==> src/rtl/qed_inst_filter.sv <==
// SQED fetch-boundary RV32I filter with QED phase FSM; QED_INST_ASSUME_EN adds a formal assume.
// allowed is combinational on the current phase; phase/count/flag update 1 cycle after issue; no backpressure.
module qed_inst_filter #(
    parameter int REG_LIMIT     = 16,
    parameter int LW_IMM_LIMIT  = 64,
    parameter int SW_IMM7_LIMIT = 2,
    parameter int SW_HOLDOFF    = 1,
    parameter int MAX_ISSUE     = 64,
    localparam int CW           = $clog2(MAX_ISSUE + 1)
) (
    input  logic          clk,
    input  logic          rst_n,
    input  logic [31:0]   instruction,
    input  logic          inst_valid,
    input  logic          sif_commit,
    output logic          allowed,
    output logic [1:0]    phase,
    output logic [CW-1:0] issue_count,
    output logic          budget_exhausted,
    output logic          illegal_seen
);
    localparam int HW = (SW_HOLDOFF > 1) ? $clog2(SW_HOLDOFF) : 1;
    localparam logic [HW-1:0] HOLD_LAST = (SW_HOLDOFF > 0) ? HW'(SW_HOLDOFF - 1) : '0;
    localparam logic [5:0]    REG_LIM   = 6'(REG_LIMIT);
    localparam logic [12:0]   LW_LIM    = 13'(LW_IMM_LIMIT);
    localparam logic [7:0]    SW_LIM    = 8'(SW_IMM7_LIMIT);
    localparam logic [CW-1:0] MAX_C     = CW'(MAX_ISSUE);
    localparam logic [CW-1:0] LAST_C    = CW'(MAX_ISSUE - 1);

    typedef enum logic [1:0] {PRE_TC, HOLDOFF, POST_TC, EXHAUSTED} phase_t;

    phase_t          state, state_next;
    logic [HW-1:0]   hold_cnt, hold_next;

    logic [6:0]  opcode, funct7;
    logic [4:0]  rd, rs1, rs2;
    logic [2:0]  funct3;
    logic [11:0] imm12;
    logic        rd_ok, rs1_ok, rs2_ok;
    logic        is_i, is_r, is_lw, is_sw, is_jal, is_lui, is_auipc, is_nop;
    logic        base_legal, issue, count_inc, count_hit;

    assign opcode = instruction[6:0];
    assign rd     = instruction[11:7];
    assign funct3 = instruction[14:12];
    assign rs1    = instruction[19:15];
    assign rs2    = instruction[24:20];
    assign funct7 = instruction[31:25];
    assign imm12  = instruction[31:20];

    assign rd_ok  = {1'b0, rd}  < REG_LIM;
    assign rs1_ok = {1'b0, rs1} < REG_LIM;
    assign rs2_ok = {1'b0, rs2} < REG_LIM;

    always_comb begin
        is_i = 1'b0;
        is_r = 1'b0;
        if (opcode == 7'h13 && rd_ok && rs1_ok) begin
            case (funct3)
                3'b001:  is_i = (funct7 == 7'h00);
                3'b101:  is_i = (funct7 == 7'h00) || (funct7 == 7'h20);
                default: is_i = 1'b1;
            endcase
        end
        if (opcode == 7'h33 && rd_ok && rs1_ok && rs2_ok) begin
            case (funct3)
                3'b000, 3'b101: is_r = (funct7 == 7'h00) || (funct7 == 7'h20);
                default:        is_r = (funct7 == 7'h00);
            endcase
        end
    end

    // Loads/stores are confined to a small x0-based window of data memory.
    assign is_lw    = (opcode == 7'h03) && (funct3 == 3'b010) && rd_ok && (rs1 == 5'd0)
                      && ({1'b0, imm12} < LW_LIM) && (imm12[11:10] == 2'b00);
    assign is_sw    = (opcode == 7'h23) && (funct3 == 3'b010) && rs2_ok && (rs1 == 5'd0)
                      && ({1'b0, funct7} < SW_LIM) && (funct7[6:5] == 2'b00);
    assign is_jal   = (opcode == 7'h6F) && rd_ok;
    assign is_lui   = (opcode == 7'h37) && rd_ok;
    assign is_auipc = (opcode == 7'h17) && rd_ok;
    assign is_nop   = (opcode == 7'h7F);

    assign base_legal = is_i || is_r || is_lw || is_jal || is_lui || is_auipc || is_nop;

    always_ff @(posedge clk) begin
        if (!rst_n) begin
            state    <= PRE_TC;
            hold_cnt <= '0;
        end else begin
            state    <= state_next;
            hold_cnt <= hold_next;
        end
    end

    assign issue     = inst_valid && allowed && !is_nop;
    assign count_inc = issue && (issue_count != MAX_C);
    assign count_hit = count_inc && (issue_count == LAST_C);

    // Exhausting the budget wins over any commit-driven transition in the same cycle.
    always_comb begin
        state_next = state;
        hold_next  = hold_cnt;
        if (count_hit) begin
            state_next = EXHAUSTED;
        end else begin
            case (state)
                PRE_TC: begin
                    if (sif_commit) begin
                        state_next = (SW_HOLDOFF == 0) ? POST_TC : HOLDOFF;
                        hold_next  = '0;
                    end
                end
                HOLDOFF: begin
                    if (hold_cnt == HOLD_LAST) state_next = POST_TC;
                    else                       hold_next  = hold_cnt + 1'b1;
                end
                default: ;
            endcase
        end
    end

    always_comb begin
        allowed = 1'b0;
        case (state)
            PRE_TC, HOLDOFF: allowed = base_legal;
            POST_TC:         allowed = base_legal || is_sw;
            EXHAUSTED:       allowed = is_nop;
            default:         allowed = 1'b0;
        endcase
    end

    always_ff @(posedge clk) begin
        if (!rst_n) begin
            issue_count  <= '0;
            illegal_seen <= 1'b0;
        end else begin
            if (count_inc)               issue_count  <= issue_count + 1'b1;
            if (inst_valid && !allowed)  illegal_seen <= 1'b1;
        end
    end

    assign phase            = state;
    assign budget_exhausted = (state == EXHAUSTED);

`ifdef QED_INST_ASSUME_EN
    inst_legal_a: assume property (@(posedge clk) disable iff (!rst_n) inst_valid |-> allowed);
`endif

endmodule

==> config.mk <==
export PLATFORM = sky130hd
export DESIGN_NAME = qed_inst_filter
export DESIGN_NICKNAME = d
export VERILOG_FILES = /design/src/rtl/qed_inst_filter.sv
export SDC_FILE = /design/constraint.sdc
export NUM_CORES = 1
export LEC_CHECK = 0
export CAP_MARGIN = 20
export CORE_MARGIN = 3
export CORE_UTILIZATION = 39
export CTS_BUF_LIST = sky130_fd_sc_hd__clkbuf_8
export DETAILED_ROUTE_END_ITERATION = 7
export HOLD_SLACK_MARGIN = 0.1
export PLACE_DENSITY = 0.86
export SLEW_MARGIN = 20
export SYNTH_ARGS = -nofsm -noshare
export SYNTH_HDL_FRONTEND = slang
export SYNTH_SLANG_ARGS = --single-unit
export TNS_END_PERCENT = 10
==> constraint.sdc <==
create_clock -name clk -period 3.82 [get_ports clk]
set_clock_uncertainty 0.1 [all_clocks]
set_input_delay 0.764 -clock clk [delete_from_list [all_inputs] [get_ports clk]]
set_output_delay 0.764 -clock clk [all_outputs]
set_load 0.05 [all_outputs]
# After elaboration in Yosys (flattened, before gate mapping)
# Cells that the tools add are included.
[classes] addsub=2 eq_ne=20 n_shift=0 multipliers=0 mux=12 reduce_logical=44 div_mod_pow=0 magnitude_cmp=5 bitwise=1
[ops] cell="== test 7 x 6 -> 1 bit (second input constant)" count=5
[ops] cell="logical AND 1 bit" count=23
[ops] cell="less-than comparator 5 bit (second input constant)" count=3
[ops] cell="== test 7 x 5 -> 1 bit (second input constant)" count=2
[ops] cell="== test 7 bit (second input constant)" count=2
[ops] cell="less-than comparator 12 x 7 -> 1 bit (second input constant)" count=1
[ops] cell="logical OR 1 bit" count=8
[ops] cell="adder 7 x 1 -> 7 bit (second input constant)" count=1
[ops] cell="== test 7 x 2 -> 1 bit (second input constant)" count=1
[ops] cell="zero test 7 bit" count=1
[ops] cell="less-than comparator 7 x 2 -> 1 bit (second input constant)" count=1
[ops] cell="!= test 7 bit (second input constant)" count=1
[ops] cell="two-way mux 2 bit" count=3
[ops] cell="!= test 3 bit (second input constant)" count=2
[ops] cell="AND reduction 3 bit" count=2
[ops] cell="zero test 5 bit" count=1
[ops] cell="two-way mux 1 bit" count=5
[ops] cell="== test 2 bit (second input constant)" count=2
[ops] cell="zero test 2 bit" count=2
[ops] cell="one-hot mux 1 bit (2 select lines)" count=2
[ops] cell="one-hot mux 2 bit (2 select lines)" count=1
[ops] cell="OR reduction 2 bit" count=2
[ops] cell="== test 3 x 1 -> 1 bit (second input constant)" count=1
[ops] cell="== test 3 x 2 -> 1 bit (second input constant)" count=1
[ops] cell="other kinds (10)" count=11
[totals] inputBits=36 ram_bits=0 romBits=0 wordCells=88 ff_bits=11 output_inout_bits=12 mem_count=0 latchBits=0

# Longest topological paths before layout
[logic_depth] ltp_word=19 mapped_depth=7 mapped_depth_nobuf=6

# Worst setup path after synthesis
# OpenSTA, ideal clock, no wires.
[synth_path] kind="input port to output port" from="input instruction[26]" to="output allowed" required_ps=2956 path_buffers=1 arrival_time_ps=2335 path_stages=6 slack_ps=621 cell_sequence="or4_4 > nor4_2 > a32oi_1 > and2_4 > buf_6 > nand2_1"
[synth_between] elab_chain_len=12 elab_cells_between_ends=21 cone_classes="2 x order compare; 1 x eq/ne; 5 x mux; 13 x reduce/logical"
[synth_rtl] element="start, declared" line_no="13" source="input logic [31:0] instruction,"
[synth_rtl] element="parallel branches: the longest is 11 deep, another holds less-than comparator 12 x 7 -> 1 bit"
[synth_rtl] element="one-hot mux 1 bit (3 select lines) *" line_no="124" source="case (state)"
[synth_rtl] element="end, declared" line_no="16" source="output logic allowed,"
# Every way passes the cells marked *.

# Worst setup path after layout
# Same ends and word-level chain as after synthesis.

==> impl_metrics.csv <==
group,metric,value,unit
run_status,status,"completed",
die,pin_count,48,
timing,grt_setup_unrepaired,"no",
pwr,cellLeakagePower,0.000408,µW
yosys,yosys_warnings,0,
yosys,syn_nets,128,
timing,tns,0,ns
global_routing,grt_max_degree,11,
setup_path,start_kind,"input port",
final_layout,drive_above_1_share,6.82,%
setup_path,cp.required,2.96,ns
global_routing,grt_usage,20.7,%
routing,drtAntennaViolNets,0,
place,gp_routability_congestion,0.841,
global_routing,grt_overflow,0,
routing,wl_per_cell,14.9,µm
yosys,synth-seq-cells,10,
timing,worst_pin_slew,0.561,ns
setup_path,worstPathArrival,2.76,ns
routing,drt-total-wl,2.33,mm
timing,maxSlewViolCount,0,
clocking,cts_resized,0,
die,initial_core_util,44.6,%
final_layout,nets,171,
setup_path,cpMaxStageDelayCell,"or4_4",
clocking,cts_buffers,3,
place,dp_cells,152,
setup_path,critical_path_class,"in2out",
global_routing,grt_pass1_wl,4.02,mm
clocking,htreeDepth,1,
place,port_buffers,39,
clocking,cts_sinks,10,
die,fp.dieArea,2400,µm²
timing,fin_crit_sh,94.9,%
pwr,power_per_cell_area,258,nW/µm²
clocking,clk_pin_slew_worst_paths,0.05,ns
final_layout,n_antenna_cell,0,
yosys,syn_inst,90,
routing,drtIter0Drc,12,
routing,vias_per_cell,5.56,
final_layout,stdcell_count,156,
global_routing,first_global_vias,891,
clocking,cts_root_buffer,"clkbuf_8",
clocking,cts_tree,"yes",
final_layout,areaGrowthSynthToFinish,65.9,%
setup_path,cp_max_fo,10,
timing,layout_setup_ws,0.197,ns
yosys,yosysSeqAreaShare,27.8,%
timing,min_period,3.62,ns
setup_path,crit_buf_inv,2,
setup_path,crit_chain,"clkdlybuf4s50_1 -> or4_4 -> o311ai_0 -> a32oi_1 -> and2_4 -> nand2_1 -> buf_12",
clocking,insertion_delay,0.23,ns
place,dp_hpwl,1.82,mm
timing,whs,0.396,ns
routing,vias,867,
yosys,syn_area_per_cell,7.99,µm²
timing,hold_viol,0,
die,chipWidth,49.0,µm
yosys,syn_area,719,µm²
place,post-place-ws,0.205,ns
setup_path,critPathTopFamily,"simple AND/OR/NAND/NOR gates",
routing,drc,0,
job,maxCapViolCount,0,
timing,slew_headroom,61.6,%
die,fp-row-count,14,
timing,fmax,0.276,GHz
hold_path,hold_class,"reg2reg",
yosys,synth_cell_types,35,
clocking,postCtsSetupBuffers,0,
die,die_h,49.0,µm
global_routing,antenna_found_initial,0,
routing,drt_first_pass_iters,4,
pwr,ir_worst_vdd,0.238,mV
die,coreArea,1610,µm²
clocking,clockBufferDepth,2,
setup_path,critPathCaptureType,"output pin",
timing,setup_viol,0,
clocking,ctsHoldBuffers,0,
setup_path,max_stage_delay,0.55,ns
==> worst paths after layout <==
path | from | end | slack, ns | depth (start not counted)
setup reg to reg | phase[0] | issue_count[2] | 1.64 | 6
hold / removal | illegal_seen | illegal_seen | 0.40 | 2
hold reg to reg | illegal_seen | illegal_seen | 0.40 | 2
setup / recovery | instruction[26] | allowed | 0.20 | 7
==> power by group <==
group	total [µW]	switching, µW	internal (µW)
clock network	131	40.6	90.5
registers	111	3.34	107
logic	66.6	29.8	36.8
total	308	73.7	235
==> layout make-up <==
cell class	count	area (µm²)
multi-input cells	74	489
fillers	125	418
repair buffers	39	400
flip-flops and latches	10	200
clock buffers	4	55.1
well taps	24	30.0
inverters	5	18.8
==> flip-flops by register name, summed over array words and instances (netlist names) <==
register and flops:
phase 2, illegal_seen 1, issue_count 7
==> per-stage QoR <==
| stage | util [%] | area, µm² | total power [µW] |
|---|---|---|---|
| after floorplan | - | 719 | 136 |
| after global placement | 70.7 | 1140 | 177 |
| after detailed placement | 70.7 | 1140 | 179 |
| after CTS | 74.1 | 1190 | 309 |
| after global routing | 74.1 | 1190 | 321 |
| final | 74.1 | 1190 | 308 |
==> metal layers <==
metal / vias up / part of all wire (%) / GRT usage [%]
met1: 391 / 43 / 22.9
met2: 42 / 47 / 36.2
met4: 0 / 1.6 / 9.48
met3: 4 / 8.4 / 5.81
met5: - / 0 / 0
li1: 430 / - / -
==> synthesized netlist by cell type (all sizes together) <==
cell type	instances	share of area (%)
buf	1	1.6
nand4b	3	3.7
or3b	1	1.2
nor4	2	2.6
or3	1	0.87
nand4	1	0.87
nand2	14	7.3
a211o	1	1.2
xnor2	2	2.4
nor2	5	2.6
a21o	1	1.0
o311ai	1	1.2
nand3	2	1.4
a21oi	5	3.5
ha	2	3.5
nor4bb	1	1.4
mux2i	2	2.8
and2	3	3.0
and3	1	0.87
inv	5	2.6
a211oi	1	1.0
a41oi	1	1.2
a2111oi	2	2.4
o31ai	3	3.1
a32oi	1	1.2
or4	8	8.9
nor4b	1	1.2
xor2	1	1.2
o21ai	4	2.8
or4b	1	1.4
dfxtp	10	28
nor3	3	2.1
==> cell usage in the layout, fill, tap and decap left out, types with 2 or more instances in the layout <==
master and instances:
clkdlybuf4s50_1 38, nand2_1 14, dfxtp_1 10, or4_1 7, inv_1 5, nor2_1 5
a21oi_1 5, o21ai_0 4, clkbuf_8 4, nor3_1 3, nand4b_1 3, o31ai_1 3
and2_1 2, nand3_1 2, a2111oi_0 2, xnor2_1 2, mux2i_1 2, ha_1 2
==> worst register-to-register path, stage by stage (launching register included) <==
cell,delay [ns]
dfxtp_1,0.35
a211o_1,0.32
nor4_2,0.27
a32oi_1,0.18
and2_4,0.24
or4_1,0.51
a21oi_1,0.15
==> logic make-up (layout without fill, tap and decap cells) <==
family,Yosys count,after routing,synth area share [%]
AO/OA/AOI/OAI,20,20,18.8
XOR/XNOR,3,3,3.65
adder cells (fa/ha/maj),2,2,3.48
buffers and inverters,6,48,4.17
flip-flops,10,10,27.8
multiplexers,2,2,2.78
AND/OR/NAND/NOR,47,47,39.3
(Power assumes the default switching activity.)
